<file path="src/rtl/mem_access_pkg.sv">
// mem_access_pkg: shared FSM/port types, segment bases and the access legality rule.
package mem_access_pkg;
   typedef enum logic [1:0] {IDLE, ISSUE, ACK} state_e;
   typedef enum logic {PORT_IF, PORT_DM} port_e;
   localparam logic [31:0] TEXT_BASE = 32'h0040_0000;
   localparam logic [31:0] DATA_BASE = 32'h1001_0000;
   // Fetches must hit text; stores must not (text is write-protected); loads may read either.
   function automatic logic access_legal(input port_e port, input logic we, input logic text, input logic [1:0] lo);
      return (lo == 2'b00) && (port == PORT_IF ? text : !(we && text));
   endfunction
endpackage

</file>
<file path="src/rtl/mem_rr_arbiter.sv">
// mem_rr_arbiter: 2-way round-robin grant between fetch and data; pointer moves on every grant.
module mem_rr_arbiter (
   input  logic clk,
   input  logic reset,
   input  logic en_i,
   input  logic req_if_i,
   input  logic req_dm_i,
   output logic gnt_valid_o,
   output logic gnt_dm_o
);
   logic pri_dm_q;
   assign gnt_valid_o = en_i && (req_if_i || req_dm_i);
   assign gnt_dm_o    = req_dm_i && (!req_if_i || pri_dm_q);
   always_ff @(posedge clk) begin
      if (reset) pri_dm_q <= 1'b0;
      else if (gnt_valid_o) pri_dm_q <= !gnt_dm_o;
   end
endmodule

</file>
<file path="src/rtl/mem_access_master.sv">
// mem_access_master: arbitrates fetch/data ports onto one memory, IDLE->ISSUE->ACK sequencing with legality checks.
// Optional performance counters are enabled with MEM_ACCESS_MASTER_PERF_EN.
module mem_access_master
   import mem_access_pkg::*;
#(
   parameter int DATA_WIDTH   = 32,
   parameter int TEXT_SEL_BIT = 22
) (
   input  logic                  clk,
   input  logic                  reset,
   input  logic                  if_req,
   input  logic [DATA_WIDTH-1:0] if_addr,
   output logic [DATA_WIDTH-1:0] if_rdata,
   output logic                  if_ack,
   output logic                  if_err,
   input  logic                  dm_req,
   input  logic                  dm_we,
   input  logic [DATA_WIDTH-1:0] dm_addr,
   input  logic [DATA_WIDTH-1:0] dm_wdata,
   output logic [DATA_WIDTH-1:0] dm_rdata,
   output logic                  dm_ack,
   output logic                  dm_err,
   output logic [DATA_WIDTH-1:0] mem_address,
   output logic [DATA_WIDTH-1:0] mem_write_data,
   output logic                  mem_write,
   input  logic [DATA_WIDTH-1:0] mem_read_data,
   output logic                  busy
`ifdef MEM_ACCESS_MASTER_PERF_EN
  ,output logic [31:0]           perf_fetch_cnt,
   output logic [31:0]           perf_load_cnt,
   output logic [31:0]           perf_store_cnt,
   output logic [31:0]           perf_err_cnt,
   output logic [31:0]           perf_conflict_cnt
`endif
);
   state_e                state_q;
   port_e                 port_q, g_port;
   logic                  we_q, busy_q, gnt_valid, gnt_dm, g_we, g_legal;
   logic                  if_ack_q, if_err_q, dm_ack_q, dm_err_q;
   logic [DATA_WIDTH-1:0] addr_q, wdata_q, if_rdata_q, dm_rdata_q, g_addr, g_wdata;

   mem_rr_arbiter u_arb (
      .clk         (clk),
      .reset       (reset),
      .en_i        (state_q == IDLE),
      .req_if_i    (if_req),
      .req_dm_i    (dm_req),
      .gnt_valid_o (gnt_valid),
      .gnt_dm_o    (gnt_dm)
   );

   assign g_port  = gnt_dm ? PORT_DM : PORT_IF;
   assign g_addr  = gnt_dm ? dm_addr : if_addr;
   assign g_wdata = gnt_dm ? dm_wdata : '0;
   assign g_we    = gnt_dm && dm_we;
   assign g_legal = access_legal(g_port, g_we, g_addr[TEXT_SEL_BIT], g_addr[1:0]);

   always_ff @(posedge clk) begin
      if (reset) begin
         state_q    <= IDLE;
         port_q     <= PORT_IF;
         we_q       <= 1'b0;
         busy_q     <= 1'b0;
         addr_q     <= '0;
         wdata_q    <= '0;
         if_ack_q   <= 1'b0;
         if_err_q   <= 1'b0;
         dm_ack_q   <= 1'b0;
         dm_err_q   <= 1'b0;
         if_rdata_q <= '0;
         dm_rdata_q <= '0;
      end else begin
         case (state_q)
            IDLE: if (gnt_valid) begin
               addr_q   <= g_addr;
               wdata_q  <= g_wdata;
               we_q     <= g_we;
               port_q   <= g_port;
               busy_q   <= 1'b1;
               state_q  <= g_legal ? ISSUE : ACK;
               if_ack_q <= !g_legal && g_port == PORT_IF;
               if_err_q <= !g_legal && g_port == PORT_IF;
               dm_ack_q <= !g_legal && g_port == PORT_DM;
               dm_err_q <= !g_legal && g_port == PORT_DM;
            end
            ISSUE: begin
               state_q    <= ACK;
               if_ack_q   <= port_q == PORT_IF;
               dm_ack_q   <= port_q == PORT_DM;
               if_rdata_q <= port_q == PORT_IF ? mem_read_data : '0;
               dm_rdata_q <= (port_q == PORT_DM && !we_q) ? mem_read_data : '0;
            end
            default: begin
               state_q    <= IDLE;
               busy_q     <= 1'b0;
               if_ack_q   <= 1'b0;
               if_err_q   <= 1'b0;
               dm_ack_q   <= 1'b0;
               dm_err_q   <= 1'b0;
               if_rdata_q <= '0;
               dm_rdata_q <= '0;
            end
         endcase
      end
   end

   // Gated by reset so a store caught mid-ISSUE never reaches memory.
   assign mem_write      = state_q == ISSUE && we_q && !reset;
   assign mem_address    = addr_q;
   assign mem_write_data = wdata_q;
   assign if_rdata       = if_rdata_q;
   assign if_ack         = if_ack_q;
   assign if_err         = if_err_q;
   assign dm_rdata       = dm_rdata_q;
   assign dm_ack         = dm_ack_q;
   assign dm_err         = dm_err_q;
   assign busy           = busy_q;

`ifdef MEM_ACCESS_MASTER_PERF_EN
   logic [31:0] fetch_cnt_q, load_cnt_q, store_cnt_q, err_cnt_q, conflict_cnt_q;
   always_ff @(posedge clk) begin
      if (reset) begin
         fetch_cnt_q    <= '0;
         load_cnt_q     <= '0;
         store_cnt_q    <= '0;
         err_cnt_q      <= '0;
         conflict_cnt_q <= '0;
      end else begin
         fetch_cnt_q    <= fetch_cnt_q + 32'(if_ack_q);
         load_cnt_q     <= load_cnt_q + 32'(dm_ack_q && !we_q);
         store_cnt_q    <= store_cnt_q + 32'(dm_ack_q && we_q);
         err_cnt_q      <= err_cnt_q + 32'(if_err_q || dm_err_q);
         conflict_cnt_q <= conflict_cnt_q + 32'(state_q == IDLE && if_req && dm_req);
      end
   end
   assign perf_fetch_cnt    = fetch_cnt_q;
   assign perf_load_cnt     = load_cnt_q;
   assign perf_store_cnt    = store_cnt_q;
   assign perf_err_cnt      = err_cnt_q;
   assign perf_conflict_cnt = conflict_cnt_q;
`endif
endmodule

</file>
<file path="config.mk">
export PLATFORM = sky130hd
export DESIGN_NAME = mem_access_master
export DESIGN_NICKNAME = d
export VERILOG_FILES = /design/src/rtl/mem_access_pkg.sv /design/src/rtl/mem_rr_arbiter.sv /design/src/rtl/mem_access_master.sv
export SDC_FILE = /design/constraint.sdc
export NUM_CORES = 1
export LEC_CHECK = 0
export BUFFER_PORTS_ARGS = -buffer_cell sky130_fd_sc_hd__buf_2
export CAP_MARGIN = 20
export CORE_ASPECT_RATIO = 1.2
export CORE_UTILIZATION = 35
export DETAILED_ROUTE_END_ITERATION = 8
export GPL_ROUTABILITY_DRIVEN = 0
export SYNTH_ARGS = -nofsm -noshare
export SYNTH_HDL_FRONTEND = slang
export SYNTH_SLANG_ARGS = --single-unit
</file>
<file path="constraint.sdc">
create_clock -name clk -period 1.8 [get_ports clk]
set_input_delay 0 -clock clk [delete_from_list [all_inputs] [get_ports clk]]
set_output_delay 0 -clock clk [all_outputs]
set_load 0.01 [all_outputs]
</file>
==> impl_metrics.yaml, run 1 <==
run_status:
  outcome: "complete, no violations"
synthesis:
  synthMuxAreaShare_pct: 0
  synth_edf_count: 0
  postSynthCellCount: 607
  synth_top_area_share_pct: 52.3
  synth_cell_types: 40
  ys_seq_elements: 138
  synthTopCellsByArea: "dfxtp_1, a22oi_1, nand3_1"
  yosysSeqAreaShare_pct: 52.3
  synth_common_cells: "dfxtp_1, nand3_1, nor2_1"
  synth_simple_gate_area_share_pct: 16.5
  synth_most_common_cell: "dfxtp_1"
  yosysTopAreaCell: "dfxtp_1"
  synth_flop_cell: "dfxtp_1"
  synth-compound-area-share_pct: 25.2
  synth_top_family_by_area: "compound AO/OA/AOI/OAI gates"
  syn_area_per_cell_um2: 8.70
  synth_xor_area_share_pct: 0
  yosysWarningCount: 0
  synthAdderAreaFrac_pct: 0
  async_reset_ff_share_pct: 0
  syn_area_um2: 5280
  syn-num-nets: 740
drt:
  vias_per_cell: 5.26
  num_vias: 6218
  drc: 0
  drtIter0Drc: 409
  wl_per_cell_um: 16.0
  postRouteAntennaNets: 0
  routed_wl_mm: 18.9
  drt-pass1-iter-count: 5
min_path:
  hold_class: "input pin to register"
grt:
  grtUsageTotal_pct: 23.9
  antenna_found_initial: 0
  grt-ovfl-total: 0
  grt_max_degree: 69
  grt_pass1_wl_mm: 29.4
  grt_pass1_vias: 6248
sta:
  setup-tns-final_ns: 0
  finalCritPeriodShare_pct: 91.1
  rsz0062_at_grt: "no"
  skew_ns: 0.00645
  hold_viol_final: 0
  setup_viol: 0
  fin_crit_ns: 1.64
  max_freq_mhz: 610
  maxSlewHeadroom_pct: 66.0
  worst_pin_slew_ns: 0.509
  maxSlewViolCount: 0
setup_path:
  worst_path_max_delay_cell: "dlygate4sd3_1"
  worst-path-buf-inv: 1
  worstSetupPathType: "register to register"
  path_cells: "nand2b_4, nand3_1, dlygate4sd3_1, a311oi_1"
  cp_max_fo: 14
  cpPeakStageDelay_ns: 0.58
  crit_arrival_ns: 1.97
  crit_required_ns: 2.13
  cp-end-kind: "register"
  cp-start-kind: "register"
  cp_top_family: "buffers and inverters"
cts:
  clkTransAtPathRegs_ns: 0.06
  clk_latency_ns: 0.42
  cts_inserted_buffers: 17
  cts_tree: "built"
  cts_max_level: 4
  cts_setup_buffers: 0
  clk_path_buf_depth: 2
  cts-root-buf: "clkbuf_16"
  cts.sink_count: 138
cells_and_area:
  num-nets-final: 1102
  syn2layout_area_growth_pct: 65.4
  nFillCells: 1245
  drive_above_1_share_pct: 32.6
  insertedDiodeCount: 0
  utilization_pct: 60.1
floorplanning:
  start_util_pct: 36.3
  rows: 48
  dieArea_um2: 15600
  die_x_um: 114
  io_pins: 267
  fp.dieH_um: 137
  core_um2: 14500
power_and_ir_drop:
  power_leakage_nw: 3.82
  power_mw: 8.18
  p_per_area_nw_per_um2: 937
  max-vdd-ir-drop_mv: 0.501
place:
  io_buffers: 266
  dp.final_hpwl_mm: 11.1
flow_run:
  maxCapViolCount: 0
-- per-layer routing --
layer  track usage (%)  routed length, µm  vias to the layer above
met4              13.6                677                        0
met3              6.86               1530                       58
met5                 0                  0                        -
met1              26.4               7280                     2896
li1                  -                  -                     2938
met2              41.2               9440                      326
-- power by group --
group,internal (mW),leakage (nW),total (mW),switching [mW]
logic,0.570,2.40,1.22,0.654
clock network,2.38,0.302,3.69,1.31
registers,3.19,1.12,3.27,0.0791
total,6.14,3.82,8.18,2.05
-- cell families (layout without fill, tap and decap cells) --
family	Yosys count	in the layout
buffers and inverters	70	445
AO/OA/AOI/OAI	216	216
flip-flops	138	138
AND/OR/NAND/NOR	183	183
-- worst reg2reg max path, cell delays in order (launching register included) --
cell           delay, ns
dfxtp_1             0.37
nand2b_4            0.27
nand3_1             0.10
dlygate4sd3_1       0.58
a311oi_1            0.24
-- cells in the final DEF (no fill, tap or decap), types with 8 or more instances in the layout --
cell type and instances:
buf_2 265, dfxtp_1 138, dlygate4sd3_1 131, nand3_1 94
nor2_1 67, a22oi_1 65, o21ai_0 60, a21oi_1 42
a31oi_1 29, clkbuf_16 17, o21ai_1 8, buf_12 8
-- final cells by class --
cell class	count	area [µm²]	share of cell area, %
Clock buffer	20	457	5.23
Clock inverter	12	171	1.96
Inverter	3	11.3	0.129
Multi-Input combinational cell	399	2240	25.7
Sequential cell	138	2760	31.6
Tap cell	200	250	2.86
Timing Repair Buffer	410	2840	32.5
-- path summary, 6_finish.rpt --
path | start | to | slack (ns) | depth (start not counted)
max | u_arb.pri_dm_q$_SDFFE_PP0P_ | mem_address[0]$_SDFFE_PP0P_ | 0.16 | 4
min reg2reg | mem_write_data[21]$_SDFFE_PP0P_ | mem_write_data[21]$_SDFFE_PP0P_ | 0.47 | 2
min | reset | dm_rdata[24]$_SDFFE_PP0N_ | 0.03 | 2
max reg2reg | u_arb.pri_dm_q$_SDFFE_PP0P_ | mem_address[0]$_SDFFE_PP0P_ | 0.16 | 4
-- registers in the layout (all words and copies together) (netlist names), 2 cells and up --
name	cells
dm_rdata	32
if_rdata	32
mem_address	32
mem_write_data	32
state_q	2
-- what timing repair did --
action / 4_1_cts / 5_1_grt
hold buffers: 131 / 0
resized for setup: 0 / 1
endpoints found under the hold margin: 130 / 0
endpoints found under the setup margin: 0 / 1
-- through the flow --
step	hold slack, ns	cells	setup slack (ns)	area [µm²]
after global placement	0.253	1019	0.272	6790
after floorplan	0.148	607	0.517	5280
after detailed placement	0.258	1019	0.190	6790
final	0.0321	1182	0.159	8740
after global routing	0.0324	1182	0.0328	8740
after CTS	0.0137	1182	0.0548	8730
Power figures use the tool's default switching activity.
==> inputs of run 2 (changes only) <==
--- a/config.mk
+++ b/config.mk
@@ -11,6 +11,7 @@
 export CORE_UTILIZATION = 35
 export DETAILED_ROUTE_END_ITERATION = 8
 export GPL_ROUTABILITY_DRIVEN = 0
+export REMOVE_ABC_BUFFERS = 1
 export SYNTH_ARGS = -nofsm -noshare
 export SYNTH_HDL_FRONTEND = slang
 export SYNTH_SLANG_ARGS = --single-unit
==> impl_metrics.yaml, run 2 (synthesis results as in run 1) <==
grt:
  grt_pass1_wl_mm: 29.5
  grt-ovfl-total: 0
  antenna_found_initial: 0
  grt_max_degree: 89
  grtUsageTotal_pct: 23.8
  grt_pass1_vias: 6036
power_and_ir_drop:
  p_per_area_nw_per_um2: 952
  clockPowerShare_pct: 46.0
  p_comb_share_pct: 14.7
  power_leakage_nw: 3.82
  p_sw_mw: 2.09
  power_mw: 8.31
  seqPwrFrac_pct: 39.3
  intPower_mw: 6.22
  switching_share_pct: 25.2
  max-vdd-ir-drop_mv: 0.518
sta:
  setup_viol: 0
  maxSlewHeadroom_pct: 61.3
  rsz0062_at_grt: "no"
  skew_ns: 0.00886
  setup_ws_ns: 0.233
  finalCritPeriodShare_pct: 87.0
  fin_crit_ns: 1.57
  max_freq_mhz: 638
  maxSlewViolCount: 0
  worst_pin_slew_ns: 0.580
  hold_viol_final: 0
drt:
  drt-pass1-iter-count: 5
  routed_wl_mm: 18.9
  vias_per_cell: 5.27
  drc: 0
  wl_per_cell_um: 16.0
  num_vias: 6222
  postRouteAntennaNets: 0
  drtIter0Drc: 414
place:
  dp.final_hpwl_mm: 11.0
  io_buffers: 266
  dp_slack_ns: 0.288
  dp.cells: 1018
cells_and_area:
  drive_above_1_share_pct: 32.6
  nFillCells: 1226
  multiInputGateArea_um2: 2240
  num-nets-final: 1100
  insertedDiodeCount: 0
  final_cell_mix: "buf_2, dfxtp_1, dlygate4sd3_1"
  final_common_cell: "buf_2"
  syn2layout_area_growth_pct: 65.3
  sequential_cell_area_um2: 2760
  layout.cells.non_filler: 1180
cts:
  clk_path_buf_depth: 2
  cts_max_level: 4
  cts-root-buf: "clkbuf_16"
  cts_setup_buffers: 0
  cts_inserted_buffers: 17
  cts-resized-gates: 0
  clk_latency_ns: 0.41
  hold_buffers: 130
  cts_tree: "built"
  clkTransAtPathRegs_ns: 0.06
  cts.sink_count: 138
setup_path:
  cp-start-kind: "register"
  crit_arrival_ns: 1.91
  r2r_slack_ns: 0.23
  crit_required_ns: 2.14
  cp_max_fo: 66
  worstSetupPathType: "register to register"
  r2r_cells: 4
  cp-end-kind: "register"
floorplanning:
  io_pins: 267
  dieArea_um2: 15600
  rows: 48
  start_util_pct: 36.3
  die_x_um: 114
  core_um2: 14500
  fp.dieH_um: 137
flow_run:
  maxCapViolCount: 0
min_path:
  hold_class: "input pin to register"
  min_delay_path_depth: 2
run_status:
  outcome: "complete, no violations"
## run 2: cell types whose count changed in the layout (fill, tap and decap cells not counted)
cell | before | now
clkinv_2 | 4 | 2
inv_6 | 0 | 2
clkbuf_8 | 2 | 0
dlygate4sd3_1 | 131 | 130
bufinv_16 | 4 | 5
clkinvlp_4 | 3 | 2
nand2b_4 | 1 | 0
buf_4 | 6 | 5
clkinv_4 | 1 | 3
nand2b_2 | 0 | 1
## run 2: path summary, 6_finish.rpt
kind                                                 startpoint                              end
worst min register to register  mem_write_data[27]$_SDFFE_PP0P_  mem_write_data[27]$_SDFFE_PP0P_
worst min-delay path                                      reset         dm_rdata[8]$_SDFFE_PP0N_
worst max register to register          state_q[0]$_SDFFE_PP0P_   mem_write_data[6]$_SDFFE_PP0P_
worst max-delay path                    state_q[0]$_SDFFE_PP0P_   mem_write_data[6]$_SDFFE_PP0P_
## run 2: area by class of cell
cell class	instances	share of cell area, %
clock buffer	18	4.91
clock inverter	14	2.51
inverter	3	0.129
multi-input combinational	399	25.6
sequential	138	31.6
tap	200	2.87
timing repair buffer	408	32.3
## run 2: stage by stage
| step | instance area [µm²] | utilization [%] | setup TNS (ns) | hold WS (ns) |
|---|---|---|---|---|
| 3_3_place_gp | 6780 | 46.7 | 0 | 0.252 |
| 4_1_cts | 8730 | 60.1 | 0 | 0.0464 |
| 3_5_place_dp | 6780 | 46.7 | 0 | 0.259 |
| 2_1_floorplan | 4980 | - | -186.12 | 0.0691 |
| 6_report | 8730 | 60.1 | 0 | 0.0562 |
| 5_1_grt | 8730 | 60.1 | 0 | 0.0680 |
## run 2: routing by layer
metal | vias to the layer above | wire (µm) | global-route usage [%]
met2 | 363 | 9070 | 39.7
met4 | 0 | 390 | 10.7
met5 | - | 0 | 0
met3 | 34 | 1750 | 6.64
li1 | 2933 | - | -
met1 | 2892 | 7650 | 28.4
## run 2: critical path: stages (launching register included)
cell and delay, ns:
dfxtp_1 0.61, or2_2 0.24, buf_12 0.25, o21ai_0 0.17
a21oi_1 0.18
## run 2: power by group through the flow
| stage | clock [mW] | sequential (mW) | combinational, mW |
|---|---|---|---|
| after CTS | 3.90 | 3.26 | 1.20 |
| after global placement | 0 | 3.32 | 0.957 |
| after global routing | 4.01 | 3.28 | 1.32 |
| after floorplan | 0 | 3.38 | 0.373 |
| after detailed placement | 0 | 3.33 | 0.975 |
| final | 3.82 | 3.27 | 1.22 |
